[src/rtl/sha256_round_ctrl_if.sv]
// -----------------------------------------------------------------------------
// sha256_round_ctrl_if
//   Bundles every non-clock/reset signal of the SHA-256 round controller:
//   the upstream start/busy handshake, the downstream valid/ready handshake,
//   the round-counter clear/enable/index lines and the datapath strobes.
//   Signal names keep the controller's point of view (i_ = into controller,
//   o_ = out of controller).
//
//   Modports:
//     slave  - the controller itself (sha256_round_ctrl)
//     master - the surrounding system (counter, datapath, host)
// -----------------------------------------------------------------------------
interface sha256_round_ctrl_if;
    // Upstream handshake
    logic       i_start;
    logic       i_first;
    logic       i_abort;
    logic       o_busy;
    // Downstream handshake
    logic       i_ready;
    logic       o_valid;
    // Round counter
    logic [7:0] i_round_idx;
    logic       o_clr_i;
    logic       o_cnt_i_en;
    // Datapath strobes
    logic       o_load_msg;
    logic       o_init_vars;
    logic       o_sel_iv;
    logic       o_w_sel;
    logic       o_round_en;
    logic       o_hash_upd;

    modport slave (
        input  i_start, i_first, i_abort, i_ready, i_round_idx,
        output o_busy, o_valid, o_clr_i, o_cnt_i_en, o_load_msg,
               o_init_vars, o_sel_iv, o_w_sel, o_round_en, o_hash_upd
    );

    modport master (
        output i_start, i_first, i_abort, i_ready, i_round_idx,
        input  o_busy, o_valid, o_clr_i, o_cnt_i_en, o_load_msg,
               o_init_vars, o_sel_iv, o_w_sel, o_round_en, o_hash_upd
    );
endinterface

[src/rtl/sha256_round_ctrl.sv]
// -----------------------------------------------------------------------------
// sha256_round_ctrl
//   Control FSM for one SHA-256 compression pass over a single 512-bit block.
//   Drives the external round-index counter (clear / count-enable) and reads
//   its index back to sequence NUM_ROUNDS rounds, then updates the hash and
//   presents the digest with a valid/ready handshake.
//
//   Ports:
//     i_clk  - clock, all state on rising edge
//     i_rst  - synchronous active-high reset
//     bus    - sha256_round_ctrl_if.slave (handshakes, counter, strobes)
//
//   Parameters:
//     NUM_ROUNDS - compression rounds (17..255)
//     MSG_WORDS  - leading rounds that use message words directly
// -----------------------------------------------------------------------------
module sha256_round_ctrl #(
    parameter int NUM_ROUNDS = 64,
    parameter int MSG_WORDS  = 16
) (
    input  logic                  i_clk,
    input  logic                  i_rst,
    sha256_round_ctrl_if.slave    bus
);

    typedef enum logic [2:0] {
        S_IDLE,
        S_LOAD,
        S_ROUND,
        S_UPDATE,
        S_OUTPUT
    } state_t;

    localparam logic [7:0] LAST_IDX = 8'(NUM_ROUNDS - 1);
    localparam logic [7:0] MSG_IDX  = 8'(MSG_WORDS);

    state_t r_state;
    state_t w_next;
    logic   r_sel_iv;
    logic   w_accept;

    // A start is only taken in IDLE, and an abort in the same cycle wins.
    assign w_accept = (r_state == S_IDLE) && bus.i_start && !bus.i_abort;

    // NOTE: sequential state uses non-blocking assignments so every register
    // samples the pre-edge values, independent of statement order.
    always_ff @(posedge i_clk) begin
        if (i_rst) begin
            r_state  <= S_IDLE;
            r_sel_iv <= 1'b0;
        end else begin
            r_state <= w_next;
            if (w_accept) begin
                r_sel_iv <= bus.i_first;
            end
        end
    end

    // Next-state logic. Abort overrides every other transition.
    // NOTE: w_next gets a default before any branch so no latch is inferred.
    always_comb begin
        w_next = r_state;
        unique case (r_state)
            S_IDLE:   if (w_accept) w_next = S_LOAD;
            S_LOAD:   w_next = S_ROUND;
            // >= so an out-of-range index from the counter still terminates.
            S_ROUND:  if (bus.i_round_idx >= LAST_IDX) w_next = S_UPDATE;
            S_UPDATE: w_next = S_OUTPUT;
            S_OUTPUT: if (bus.i_ready) w_next = S_IDLE;
            default:  w_next = S_IDLE;
        endcase
        if (bus.i_abort) begin
            w_next = S_IDLE;
        end
    end

    // Moore output decode; only o_w_sel also looks at the counter index.
    always_comb begin
        bus.o_clr_i     = 1'b0;
        bus.o_cnt_i_en  = 1'b0;
        bus.o_load_msg  = 1'b0;
        bus.o_init_vars = 1'b0;
        bus.o_w_sel     = 1'b0;
        bus.o_round_en  = 1'b0;
        bus.o_hash_upd  = 1'b0;
        bus.o_valid     = 1'b0;
        bus.o_busy      = (r_state != S_IDLE);
        unique case (r_state)
            S_IDLE: begin
                bus.o_clr_i = 1'b1;
            end
            S_LOAD: begin
                bus.o_load_msg  = 1'b1;
                bus.o_init_vars = 1'b1;
                bus.o_clr_i     = 1'b1;
            end
            S_ROUND: begin
                bus.o_round_en = 1'b1;
                bus.o_cnt_i_en = 1'b1;
                bus.o_w_sel    = (bus.i_round_idx >= MSG_IDX);
            end
            S_UPDATE: begin
                // Counter sits at NUM_ROUNDS here; clearing it readies the
                // next block.
                bus.o_hash_upd = 1'b1;
                bus.o_clr_i    = 1'b1;
            end
            S_OUTPUT: begin
                bus.o_valid = 1'b1;
            end
            default: begin
                bus.o_clr_i = 1'b1;
            end
        endcase
    end

    assign bus.o_sel_iv = r_sel_iv;

endmodule

[src/flat_wrapper.sv]
// flat-port wrapper written by rule: the top's interface ports become plain ports
module sha256_round_ctrl_flat 
#(
    parameter int NUM_ROUNDS = 64,
    parameter int MSG_WORDS  = 16
)
  (i_clk, i_rst, bus_i_start, bus_i_first, bus_i_abort, bus_i_ready, bus_i_round_idx, bus_o_busy, bus_o_valid, bus_o_clr_i, bus_o_cnt_i_en, bus_o_load_msg, bus_o_init_vars, bus_o_sel_iv, bus_o_w_sel, bus_o_round_en, bus_o_hash_upd);
  sha256_round_ctrl_if bus_i ();
  input  logic i_clk;
  input  logic i_rst;
  input wire logic [$bits(bus_i.i_start)-1:0] bus_i_start;
  input wire logic [$bits(bus_i.i_first)-1:0] bus_i_first;
  input wire logic [$bits(bus_i.i_abort)-1:0] bus_i_abort;
  input wire logic [$bits(bus_i.i_ready)-1:0] bus_i_ready;
  input wire logic [$bits(bus_i.i_round_idx)-1:0] bus_i_round_idx;
  output wire logic [$bits(bus_i.o_busy)-1:0] bus_o_busy;
  output wire logic [$bits(bus_i.o_valid)-1:0] bus_o_valid;
  output wire logic [$bits(bus_i.o_clr_i)-1:0] bus_o_clr_i;
  output wire logic [$bits(bus_i.o_cnt_i_en)-1:0] bus_o_cnt_i_en;
  output wire logic [$bits(bus_i.o_load_msg)-1:0] bus_o_load_msg;
  output wire logic [$bits(bus_i.o_init_vars)-1:0] bus_o_init_vars;
  output wire logic [$bits(bus_i.o_sel_iv)-1:0] bus_o_sel_iv;
  output wire logic [$bits(bus_i.o_w_sel)-1:0] bus_o_w_sel;
  output wire logic [$bits(bus_i.o_round_en)-1:0] bus_o_round_en;
  output wire logic [$bits(bus_i.o_hash_upd)-1:0] bus_o_hash_upd;
  assign bus_i.i_start = bus_i_start;
  assign bus_i.i_first = bus_i_first;
  assign bus_i.i_abort = bus_i_abort;
  assign bus_i.i_ready = bus_i_ready;
  assign bus_i.i_round_idx = bus_i_round_idx;
  assign bus_o_busy = bus_i.o_busy;
  assign bus_o_valid = bus_i.o_valid;
  assign bus_o_clr_i = bus_i.o_clr_i;
  assign bus_o_cnt_i_en = bus_i.o_cnt_i_en;
  assign bus_o_load_msg = bus_i.o_load_msg;
  assign bus_o_init_vars = bus_i.o_init_vars;
  assign bus_o_sel_iv = bus_i.o_sel_iv;
  assign bus_o_w_sel = bus_i.o_w_sel;
  assign bus_o_round_en = bus_i.o_round_en;
  assign bus_o_hash_upd = bus_i.o_hash_upd;
  sha256_round_ctrl #(.NUM_ROUNDS(NUM_ROUNDS), .MSG_WORDS(MSG_WORDS)) u_core (.i_clk(i_clk), .i_rst(i_rst), .bus(bus_i));
endmodule
[config.mk]
export PLATFORM = sky130hd
export DESIGN_NAME = sha256_round_ctrl_flat
export DESIGN_NICKNAME = d
export VERILOG_FILES = /design/src/rtl/sha256_round_ctrl_if.sv /design/src/rtl/sha256_round_ctrl.sv /design/src/flat_wrapper.sv
export SDC_FILE = /design/constraint.sdc
export NUM_CORES = 1
export LEC_CHECK = 0
export ABC_AREA = 1
export CORE_AREA = 10 10 47 49
export CTS_CLUSTER_DIAMETER = 60
export DETAILED_ROUTE_END_ITERATION = 10
export DIE_AREA = 0 0 57 59
export GPL_ROUTABILITY_DRIVEN = 0
export GPL_TIMING_DRIVEN = 0
export MAX_ROUTING_LAYER = met4
export PLACE_DENSITY = 0.64
export SLEW_MARGIN = 20
export SYNTH_ARGS = -nofsm -noshare
export SYNTH_HDL_FRONTEND = slang
export SYNTH_SLANG_ARGS = --single-unit
[constraint.sdc]
create_clock -name i_clk -period 0.9 [get_ports i_clk]
set_input_delay 0.18 -clock i_clk [delete_from_list [all_inputs] [get_ports i_clk]]
set_output_delay 0.18 -clock i_clk [all_outputs]
set_load 0.1 [all_outputs]
==> tab_implementation.tex <==
\begin{tabular}{lr}
\hline
Metric & Value \\
\hline
\multicolumn{2}{l}{\textbf{Logic synthesis}} \\
\quad Most used standard cell by instance count after synthesis & inv\_1 \\
\quad Ys async rst share & 0\% \\
\quad Post-synth EDFFs & 0 \\
\quad Average instance area after synthesis & 5.771 um\^{}2 \\
\quad Most used flip-flop cell after synthesis & dfxtp\_1 \\
\quad Most area-consuming cells after synthesis & dfxtp\_1 28\%, inv\_1 16\%, nand2\_1 12\% \\
\quad Syn Std Cell Area & 282.8 um\^{}2 \\
\quad Top cells by count, synth & 12 x inv\_1, 9 x nand2\_1, 8 x nor2\_1 \\
\quad Yosys synthesis warning count & 0 \\
\quad Share of Yosys cell area claimed by the top area cell type & 28.32\% \\
\quad Count of different cell masters after synthesis & 11 \\
\quad Cell type with the largest total area after synthesis & dfxtp\_1 \\
\quad Share of synthesized area occupied by flip-flops and latches & 28.32\% \\
\quad Syn nets & 63 \\
\quad Number of cells produced by synthesis & 49 \\
\quad Flops \& latches, synth & 4 \\
\multicolumn{2}{l}{\textbf{Clock network}} \\
\quad Num CTS Buffers & 3 \\
\quad CTS Buffer Depth & 2 \\
\quad H-tree levels & 1 \\
\quad Later-pin clock latency in the skew report & 0.23 ns \\
\quad Clock tree from TritonCTS & yes \\
\quad Clock sinks & 4 \\
\quad Register clock-pin slew on the reported worst setup and hold paths & 0.04 ns \\
\quad Clock root buffer & clkbuf\_4 \\
\multicolumn{2}{l}{\textbf{Timing}} \\
\quad Clock tree skew after final layout & 0.006195 ns \\
\quad Upper clock frequency limit & 0.7321 GHz \\
\quad Number of failing hold endpoints at the final stage & 0 \\
\quad Final Hold Slack & 0.5412 ns \\
\quad Endpoints failing setup & 13 \\
\quad Final Cycle Share & 151.8\% \\
\quad Setup ws final & -0.4659 ns \\
\quad Worst-case headroom to the max-slew limit & 82.96\% \\
\quad Transition at the pin with the smallest max-transition slack & 0.2547 ns \\
\quad Unrepaired setup endpoints after global routing & true \\
\quad Shortest clock period the worst path allows after layout & 1.366 ns \\
\quad Max-slew violation count & 0 \\
\multicolumn{2}{l}{\textbf{Critical path}} \\
\quad Kind of critical path & reg -> out \\
\quad Reg-to-Reg Start & u\_core.r\_state[0]\$\_SDFFE\_PP0P\_ \\
\quad Startpoint Class & register \\
\quad Crit-path max FO & 5 \\
\quad Worst path buffer plus inverter count & 4 \\
\quad Sequence of cells on the critical path & inv\_2 > nand3\_2 > clkinvlp\_4 > buf\_6 > buf\_12 \\
\quad CP Capture Type & output port \\
\quad Arr. time, crit path & 1.19 ns \\
\quad Max incr delay on CP & 0.38 ns \\
\quad Required time worst endpoint & 0.72 ns \\
\quad Kind of cell adding the most delay to the critical path & buffers and inverters \\
\quad Crit path launch & u\_core.r\_state[1]\$\_SDFFE\_PP0P\_ \\
\quad CP max stage cell & dfxtp\_4 \\
\multicolumn{2}{l}{\textbf{Worst hold path}} \\
\quad Launch point of the worst hold path & u\_core.bus.o\_sel\_iv\$\_SDFFE\_PP0P\_ \\
\quad Hold/Removal Path Class & reg -> reg \\
\multicolumn{2}{l}{\textbf{Place}} \\
\quad IO buf count & 23 \\
\quad Detail Placement HPWL & 878 um \\
\quad Area after detailed placement & 581.8 um\^{}2 \\
\quad Placed instance count & 88 \\
\multicolumn{2}{l}{\textbf{Floorplanning}} \\
\quad Row count & 14 \\
\quad Area of the placeable core & 1401 um\^{}2 \\
\quad Die X & 57 um \\
\quad Ports & 24 \\
\quad Die area & 3363 um\^{}2 \\
\quad Chip height & 59 um \\
\quad Initial standard-cell utilization of the core & 20.18\% \\
\multicolumn{2}{l}{\textbf{Run}} \\
\quad Max-cap violation count & 0 \\
\multicolumn{2}{l}{\textbf{GRT}} \\
\quad Number of global-route vias before repair & 360 \\
\quad Antenna violations before repair & 0 \\
\quad GR Overflow Total & 0 \\
\quad Global-route wire length before repair & 1.587 mm \\
\quad Pin count of the biggest net entering global routing & 6 \\
\quad Total routing usage reported by global routing & 6.105\% \\
\multicolumn{2}{l}{\textbf{Finish}} \\
\quad Synth-to-Final Area Change & 158.0\% \\
\quad Nets@finish & 93 \\
\quad Multi-input logic area & 180.2 um\^{}2 \\
\quad Sequential cell area & 92.59 um\^{}2 \\
\quad Cell Count, Final, Fillers Out & 94 \\
\quad Post-Route Utilization & 52.05\% \\
\quad Fillcell total & 147 \\
\quad Number of antenna cells inserted & 0 \\
\quad Area of all placed cells without fillers & 729.5 um\^{}2 \\
\quad Fraction of final layout cells with drive strength greater than 1 & 44.87\% \\
\multicolumn{2}{l}{\textbf{Detailed routing}} \\
\quad Average via count per standard cell & 3.968 \\
\quad Count of antenna-violating nets left after detailed routing & 0 \\
\quad Number of DRC violations after detailed-routing iteration 0 & 1 \\
\quad Remaining DRCs & 0 \\
\quad Routed via count & 373 \\
\quad Detail-routed net length per standard cell & 10.70 um \\
\quad Detailed-router iteration count before antenna repair & 2 \\
\quad Routed wire length & 1.006 mm \\
\multicolumn{2}{l}{\textbf{Power}} \\
\quad Worst-case vdd ir drop & 0.0006811 V \\
\quad Leakage power summed over all cells & 0.3085 nW \\
\quad Power per Cell Area & 952.8 nW/um\^{}2 \\
\quad Total design power & 695.0 uW \\
\multicolumn{2}{l}{\textbf{Run status}} \\
\quad Outcome & finished, violations left \\
\quad Violations in the final reports & negative setup slack \\
\hline
\end{tabular}
-- worst paths after layout --
check                                                        end  slack [ns]  cells after the start
worst min register to register  u_core.bus.o_sel_iv$_SDFFE_PP0P_        0.54                      2
worst min-delay path            u_core.bus.o_sel_iv$_SDFFE_PP0P_        0.54                      2
worst max register to register    u_core.r_state[0]$_SDFFE_PP0P_       -0.15                      7
worst max-delay path                              bus_o_load_msg       -0.47                      5
-- sequential cells by signal, summed over array words and instances (netlist names) --
| register | cells |
|---|---|
| u_core.bus.o_sel_iv | 1 |
| u_core.r_state | 3 |
-- area by class of cell --
type,count,share of cell area [%]
Multi-Input combinational cell,31,24.70
Buffer,2,3.087
Tap cell,16,2.744
Sequential cell,4,12.69
Clock buffer,4,3.602
Timing Repair Buffer,25,45.45
Inverter,12,7.719
-- cell usage in the layout (no fill, tap or decap) --
master            n
clkdlybuf4s50_1  13
nand2_1           9
buf_12            8
inv_1             7
nor2_1            5
nand3_1           4
clkinvlp_4        3
buf_6             3
clkbuf_4          3
dfxtp_4           3
nor2_4            2
inv_2             2
nor3_1            2
nor2_2            2
buf_4             2
nand2_4           1
nand3_2           1
nand2_2           1
nor3_4            1
o21ai_0           1
a21oi_1           1
a21oi_2           1
clkbuf_1          1
buf_8             1
dfxtp_2           1
-- routing by layer --
layer / track usage (%) / share of wire, % / vias to the layer above
li1: - / - / 205
met1: 5.749 / 39 / 155
met2: 9.922 / 53 / 13
met3: 2.146 / 7.8 / 0
met4: 5.034 / 0 / 0
met5: - / 0 / -
-- stage by stage --
stage          TNS, ns  worst slack (ns)
2_1_floorplan   -4.669           -0.8801
3_3_place_gp    -11.46            -1.281
3_5_place_dp    -11.62            -1.292
4_1_cts         -4.209           -0.4826
5_1_grt         -4.764           -0.5239
6_report        -4.059           -0.4659
-- tightest hold or removal path: stages, from the launching register on --
cell     delay [ns]
dfxtp_2        0.34
o21ai_0        0.08
nor2_1         0.08
-- logic make-up after synthesis --
logic type	synth area share, %
DFF	28.32
and+or+nand+nor	45.13
buffers and inverters	21.24
AOI/OAI and AO/OA	5.308
-- power by group --
group,total [mW],internal [mW],switching [mW]
Clock,0.237,0.166,0.0708
Combinational,0.270,0.121,0.149
Sequential,0.188,0.178,0.00976
Total,0.695,0.466,0.229
-- repair_timing --
| action | in CTS | in global routing |
|---|---|---|
| hold buffers | 0 | 0 |
| pin swaps | 3 | 0 |
| gates resized for setup | 92 | 3 |
| buffers inserted | 2 | 0 |
| setup endpoints to repair | 12 | 13 |
| hold endpoints to repair | 0 | 0 |
No activity file was read; power rests on OpenSTA's default activity.
